## src/rtl/uart_csr_arbiter.sv

```systemverilog
// Two-requester round-robin arbiter sharing the UART CSR write/read port.
// Requester 0 is the host bus adapter, requester 1 the config/poll sequencer.
// One transaction is in flight at a time: IDLE -> ISSUE -> (RDWAIT) -> RESP.
module uart_csr_arbiter #(
  parameter int ADDR_W = 8,
  parameter int DATA_W = 32
) (
  input  logic              clk,
  input  logic              rst_n,
  input  logic              i_req0,
  input  logic              i_we0,
  input  logic [ADDR_W-1:0] i_addr0,
  input  logic [DATA_W-1:0] i_wdata0,
  output logic              o_done0,
  output logic [DATA_W-1:0] o_rdata0,
  input  logic              i_req1,
  input  logic              i_we1,
  input  logic [ADDR_W-1:0] i_addr1,
  input  logic [DATA_W-1:0] i_wdata1,
  output logic              o_done1,
  output logic [DATA_W-1:0] o_rdata1,
  output logic [ADDR_W-1:0] o_csr_wr_addr,
  output logic [DATA_W-1:0] o_csr_wr_data,
  output logic              o_csr_wen,
  output logic [ADDR_W-1:0] o_csr_rd_addr,
  output logic              o_csr_ren,
  input  logic [DATA_W-1:0] i_csr_rd_data,
  output logic              o_busy
);

  typedef enum logic [1:0] {
    IDLE   = 2'd0,
    ISSUE  = 2'd1,
    RDWAIT = 2'd2,
    RESP   = 2'd3
  } state_t;

  state_t              r_state;
  state_t              w_next;
  logic                r_prio;
  logic                r_we;
  logic [ADDR_W-1:0]   r_addr;
  logic [DATA_W-1:0]   r_wdata;
  logic                r_id;
  logic [DATA_W-1:0]   r_rdata0;
  logic [DATA_W-1:0]   r_rdata1;
  logic                w_anyReq;
  logic                w_grant1;

  // A lone requester always wins; prio only breaks a tie.
  assign w_anyReq = i_req0 | i_req1;
  assign w_grant1 = i_req1 & (~i_req0 | r_prio);

  // Both CSR address ports follow the latched command address.
  assign o_csr_wr_addr = r_addr;
  assign o_csr_rd_addr = r_addr;
  assign o_csr_wr_data = r_wdata;
  assign o_rdata0      = r_rdata0;
  assign o_rdata1      = r_rdata1;

  // State register; reset aborts any transaction in flight.
  always_ff @(posedge clk or negedge rst_n) begin
    if (!rst_n) begin
      r_state <= IDLE;
    end else begin
      r_state <= w_next;
    end
  end

  // Next-state and strobe/done decode from the current state.
  always_comb begin
    w_next    = r_state;
    o_csr_wen = 1'b0;
    o_csr_ren = 1'b0;
    o_done0   = 1'b0;
    o_done1   = 1'b0;
    o_busy    = (r_state != IDLE);
    case (r_state)
      IDLE: begin
        if (w_anyReq) begin
          w_next = ISSUE;
        end
      end
      ISSUE: begin
        o_csr_wen = r_we;
        o_csr_ren = ~r_we;
        w_next    = r_we ? RESP : RDWAIT;
      end
      RDWAIT: begin
        w_next = RESP;
      end
      RESP: begin
        o_done0 = ~r_id;
        o_done1 = r_id;
        w_next  = IDLE;
      end
      default: begin
        w_next = IDLE;
      end
    endcase
  end

  // Latch the winner's command in IDLE so later input changes are ignored.
  always_ff @(posedge clk or negedge rst_n) begin
    if (!rst_n) begin
      r_we    <= 1'b0;
      r_addr  <= '0;
      r_wdata <= '0;
      r_id    <= 1'b0;
    end else if (r_state == IDLE && w_anyReq) begin
      r_id    <= w_grant1;
      r_we    <= w_grant1 ? i_we1 : i_we0;
      r_addr  <= w_grant1 ? i_addr1 : i_addr0;
      r_wdata <= w_grant1 ? i_wdata1 : i_wdata0;
    end
  end

  // Hand priority to the other requester once a transaction completes.
  always_ff @(posedge clk or negedge rst_n) begin
    if (!rst_n) begin
      r_prio <= 1'b0;
    end else if (r_state == RESP) begin
      r_prio <= ~r_id;
    end
  end

  // Capture CSR read data for the served requester only.
  always_ff @(posedge clk or negedge rst_n) begin
    if (!rst_n) begin
      r_rdata0 <= '0;
      r_rdata1 <= '0;
    end else if (r_state == RDWAIT) begin
      if (r_id) begin
        r_rdata1 <= i_csr_rd_data;
      end else begin
        r_rdata0 <= i_csr_rd_data;
      end
    end
  end

endmodule

```

## config.mk

```make
export PLATFORM = sky130hd
export DESIGN_NAME = uart_csr_arbiter
export DESIGN_NICKNAME = d
export VERILOG_FILES = /design/src/rtl/uart_csr_arbiter.sv
export SDC_FILE = /design/constraint.sdc
export NUM_CORES = 1
export LEC_CHECK = 0
export ABC_AREA = 1
export CAP_MARGIN = 20
export CORE_MARGIN = 3
export CORE_UTILIZATION = 43
export CTS_BUF_LIST = sky130_fd_sc_hd__clkbuf_4
export DETAILED_ROUTE_END_ITERATION = 8
export GPL_TIMING_DRIVEN = 0
export HOLD_SLACK_MARGIN = 0.06
export PLACE_DENSITY = 0.83
export SLEW_MARGIN = 10
export SYNTH_ARGS = -nofsm -noshare
export SYNTH_HDL_FRONTEND = slang
export SYNTH_SLANG_ARGS = --single-unit
```

## constraint.sdc

```tcl
create_clock -name clk -period 1.4 [get_ports clk]
set_input_delay 0.35 -clock clk [delete_from_list [all_inputs] [get_ports clk]]
set_output_delay 0.35 -clock clk [all_outputs]
set_load 0.05 [all_outputs]
```

==> key figures <==
Critical path
  • Critical path start-end classification: reg -> out
  • Critical Path End Type: output pin
  • Critical-path top delay cell: dfrtp_1
  • Max incr delay on CP: 0.44 ns
  • Worst Reg2Reg Path Length in Cells: 5
  • Arrival time of data at the critical path endpoint: 1.41 ns
  • Worst setup slack for register-to-register paths: -0.17 ns
  • Cells along the critical path: inv_2 -> ha_4 -> inv_2 -> nor2_4 -> buf_8
  • Cell repeated most along the worst path: inv_2
  • Startpoint types: flop
  • Worst reg2reg startpoint: r_state[0]$_DFFE_PN0P_
  • Required @ worst endpoint: 1.05 ns
  • Largest driver fanout on the critical path: 3
  • RR Endpoint: o_rdata0[14]$_DFFE_PN0P_

Clocking
  • Clock transition at the registers of the reported paths: 0.17 ns
  • H-tree level count: 3
  • CTS Sinks: 109
  • Number of buffers created by CTS: 9
  • Clock tree root driver cell: clkbuf_4
  • Max Buffers Root-to-Sink: 2
  • Clk Latency, worst-skew pair: 0.44 ns
  • Clock tree from TritonCTS: done

Routing
  • Via-to-Cell Ratio: 4.87
  • DRC viols: 0
  • Starting DRT DRC Count: 413
  • Total iterations of the first detailed-routing run: 7
  • ANT nets after route: 0
  • Via total after detailed routing: 5,286
  • Average wire length per cell after detail routing: 16.1 um
  • Wire length after detailed routing: around 18,000 um

Power and ir drop
  • Int Power: 11.3 mW
  • Net switching power of the design: roughly 12 mW
  • PD cells: between 2000 and 3000 nW/um^2
  • Proportion of total power due to net switching: 52.2%
  • Leakage power total: 4.63 nW
  • Portion of total power attributed to sequential cells: about a quarter
  • Part of the total power dissipated in combinational logic: 67.7%
  • Worst VDD drop: 0.00231 V
  • Part of the power in the clock network: ~6.7%

Logic synthesis
  • Ys Warns: 0
  • Average instance area after synthesis: 7.92 um^2
  • Netlist cell types: 14
  • Count leader, synth: nand2_1
  • Syn Nets: 756
  • Gate count of the mapped netlist: 633
  • Most used flip-flop cell after synthesis: dfrtp_1
  • Leading cell types by count after synthesis: nand2_1, inv_1, dfrtp_1
  • Cell type contributing the most total cell area after synthesis: dfrtp_1
  • Number of enable-type register cells in the synthesized netlist: 0
  • Sequential element share of the synthesized area: 54.4%
  • Proportion of register bits with asynchronous set or reset after synthesis: 100%
  • Biggest area contributors in the synthesized netlist: dfrtp_1, nand2_1, inv_1
  • Total of flip-flops plus latches after synthesis: 109
  • Synth top area share: 54.4%
  • Summed instance area of the synthesized netlist: around 5000 um^2

Placed design
  • Post-Place Worst Slack: -0.634 ns
  • Global placer's final weighted congestion: 0.832
  • Number of cells after detailed placement: 1,007
  • Post-DP HPWL: ~11,000 um
  • PortBufs: 233
  • Post-DP Area: around 7600 um^2

Status
  • Violations in the final reports: negative setup slack
  • Status: finished with violations

Floorplan
  • Floorplan die height: 114 um
  • X dimension of the die: 114 um
  • Initial cell density of the core: 45.1%
  • Number of top-level pins: approximately 240
  • Placeable core area: 11,100 um^2
  • # rows: 38
  • Die area: 13,000 um^2

Global routing
  • Global route overflow: 0
  • First-pass GRT wire length: 25,100 um
  • Aggregate global-route resource usage: 24.1%
  • Antenna violations before repair: 0
  • Vias in the first global route: a little over 5,000
  • Maximum number of pins on one net before global-route repair: 80

Final layout
  • Utilization after layout: between 70% and 80%
  • Layout Cells excl Fill: around 1,100
  • Final design area excluding fillers: 8500 um^2
  • Fraction of layout instances using a drive strength above 1: 26.5%
  • Antenna fix cells: 0
  • Area growth from synthesis to final layout: 69.5%
  • Final net count: approximately 1,100

Timing
  • Setup repair after global routing missed its margin: yes
  • Fin worst setup slack: -0.360 ns
  • Crit share post-route: 126%
  • Measured slew at the worst slew-check pin: between 0.4 and 0.5 ns
  • Max-slew violation count: 0
  • Min Tclk post-route: 1.76 ns
  • Worst-case headroom to the max-slew limit: 69.8%
  • Final number of hold-violating endpoints: 0
  • Finish-stage setup viols: 57
  • Timing-limited maximum frequency: around 570 MHz
  • Post-route worst hold slack: 0.298 ns
  • Final clock skew: ~0.019 ns

Run
  • Total of max-cap violations: 0

Hold path
  • WHS Endpoint: o_csr_wr_data[16]$_DFFE_PN0P_
  • Hold Path Cell Cnt: 4
  • Min-delay worst type: in -> reg
  • Hold path startpoint: i_req1
cell type report:
| type | instances | area [um^2] |
|---|---|---|
| multi-input combinational | 359 | 1660 |
| buffer | 33 | 220 |
| fill | 773 | 2630 |
| clock buffer | 9 | 67.6 |
| sequential | 109 | 2730 |
| tap | 140 | 175 |
| timing repair buffer | 304 | 3110 |
| inverter | 124 | 468 |
| clock inverter | 7 | 66.3 |
worst max-delay path, delay by kind of cell (launching register included):
kind	cells	cell delay, ns
buffers and inverters	3	0.30
flip-flops	1	0.44
adder cells (fa/ha/maj)	1	0.15
AND/OR/NAND/NOR	1	0.08
timing repair:
| item | 4_1_cts | 5_1_grt |
|---|---|---|
| hold buffers | 1 | 0 |
| setup buffers | 39 | 31 |
| resized for setup | 866 | 36 |
| setup endpoints to repair | 221 | 216 |
| endpoints found under the hold margin | 30 | 0 |
placed cells by master (no fill, tap or decap), drive strengths merged:
cell / Yosys / final
buf: 29 / 205
clkdlybuf4s50: 0 / 115
inv: 124 / 128
nand2: 200 / 200
o21ai: 69 / 69
ha: 5 / 5
nor2: 3 / 3
dfrtp: 109 / 109
dlygate4sd3: 0 / 1
nand3: 82 / 82
clkbuf: 12 / 25
clkinv: 0 / 3
sequential cells by signal, indices dropped and copies added, names as in the netlist:
register and cells:
o_csr_wr_data 32, o_rdata0 32, o_rdata1 32, o_csr_rd_addr 8
r_state 2, r_id 1, r_prio 1, r_we 1
stage by stage:
step                      setup TNS [ns]  power [mW]
after global routing              -14.08        24.7
after detailed placement          -46.02        19.1
after CTS                          -6.61        22.5
after floorplan                        0        14.2
after global placement           -498.90        18.8
final                              -3.51        23.6
power by group through the flow:
stage / registers, mW / logic (mW) / clock network, mW
2_1_floorplan: 10.8 / 3.48 / 0
3_3_place_gp: 5.63 / 13.2 / 0
3_5_place_dp: 5.69 / 13.4 / 0
4_1_cts: 5.92 / 15.0 / 1.58
5_1_grt: 6.16 / 16.8 / 1.73
6_report: 6.04 / 15.9 / 1.58
cell families (layout without fill, tap and decap cells):
logic type                 Yosys count  count (layout)  synth area share, %
and+or+nand+nor                    285             285                 23.5
DFF                                109             109                 54.4
buffers and inverters              165             477                 13.7
adders and majority gates            5               5                 1.25
AOI/OAI and AO/OA                   69              69                 7.11
routing by layer:
layer  GRT usage (%)  wire, um  up-vias
li1                -         -     2519
met1            27.8      6520     2486
met2            42.7      8960      247
met3            8.12      1650       34
met4            6.41       388        0
met5               0         0        -
how the worst max path moves through the flow:
stage                            from                           end  slack [ns]  depth (start not counted)
2_1_floorplan  r_state[0]$_DFFE_PN0P_                        o_busy       0.005                          3
3_5_place_dp   r_state[0]$_DFFE_PN0P_                        o_busy       -0.63                          4
3_3_place_gp                    rst_n  o_csr_wr_data[7]$_DFFE_PN0P_       -4.19                          1
6_report       r_state[1]$_DFFE_PN0P_                     o_csr_ren       -0.36                          5
5_1_grt        r_state[1]$_DFFE_PN0P_                     o_csr_ren       -0.46                          5
4_1_cts        r_state[1]$_DFFE_PN0P_                     o_csr_ren       -0.39                          5
(Power assumes the default switching activity.)
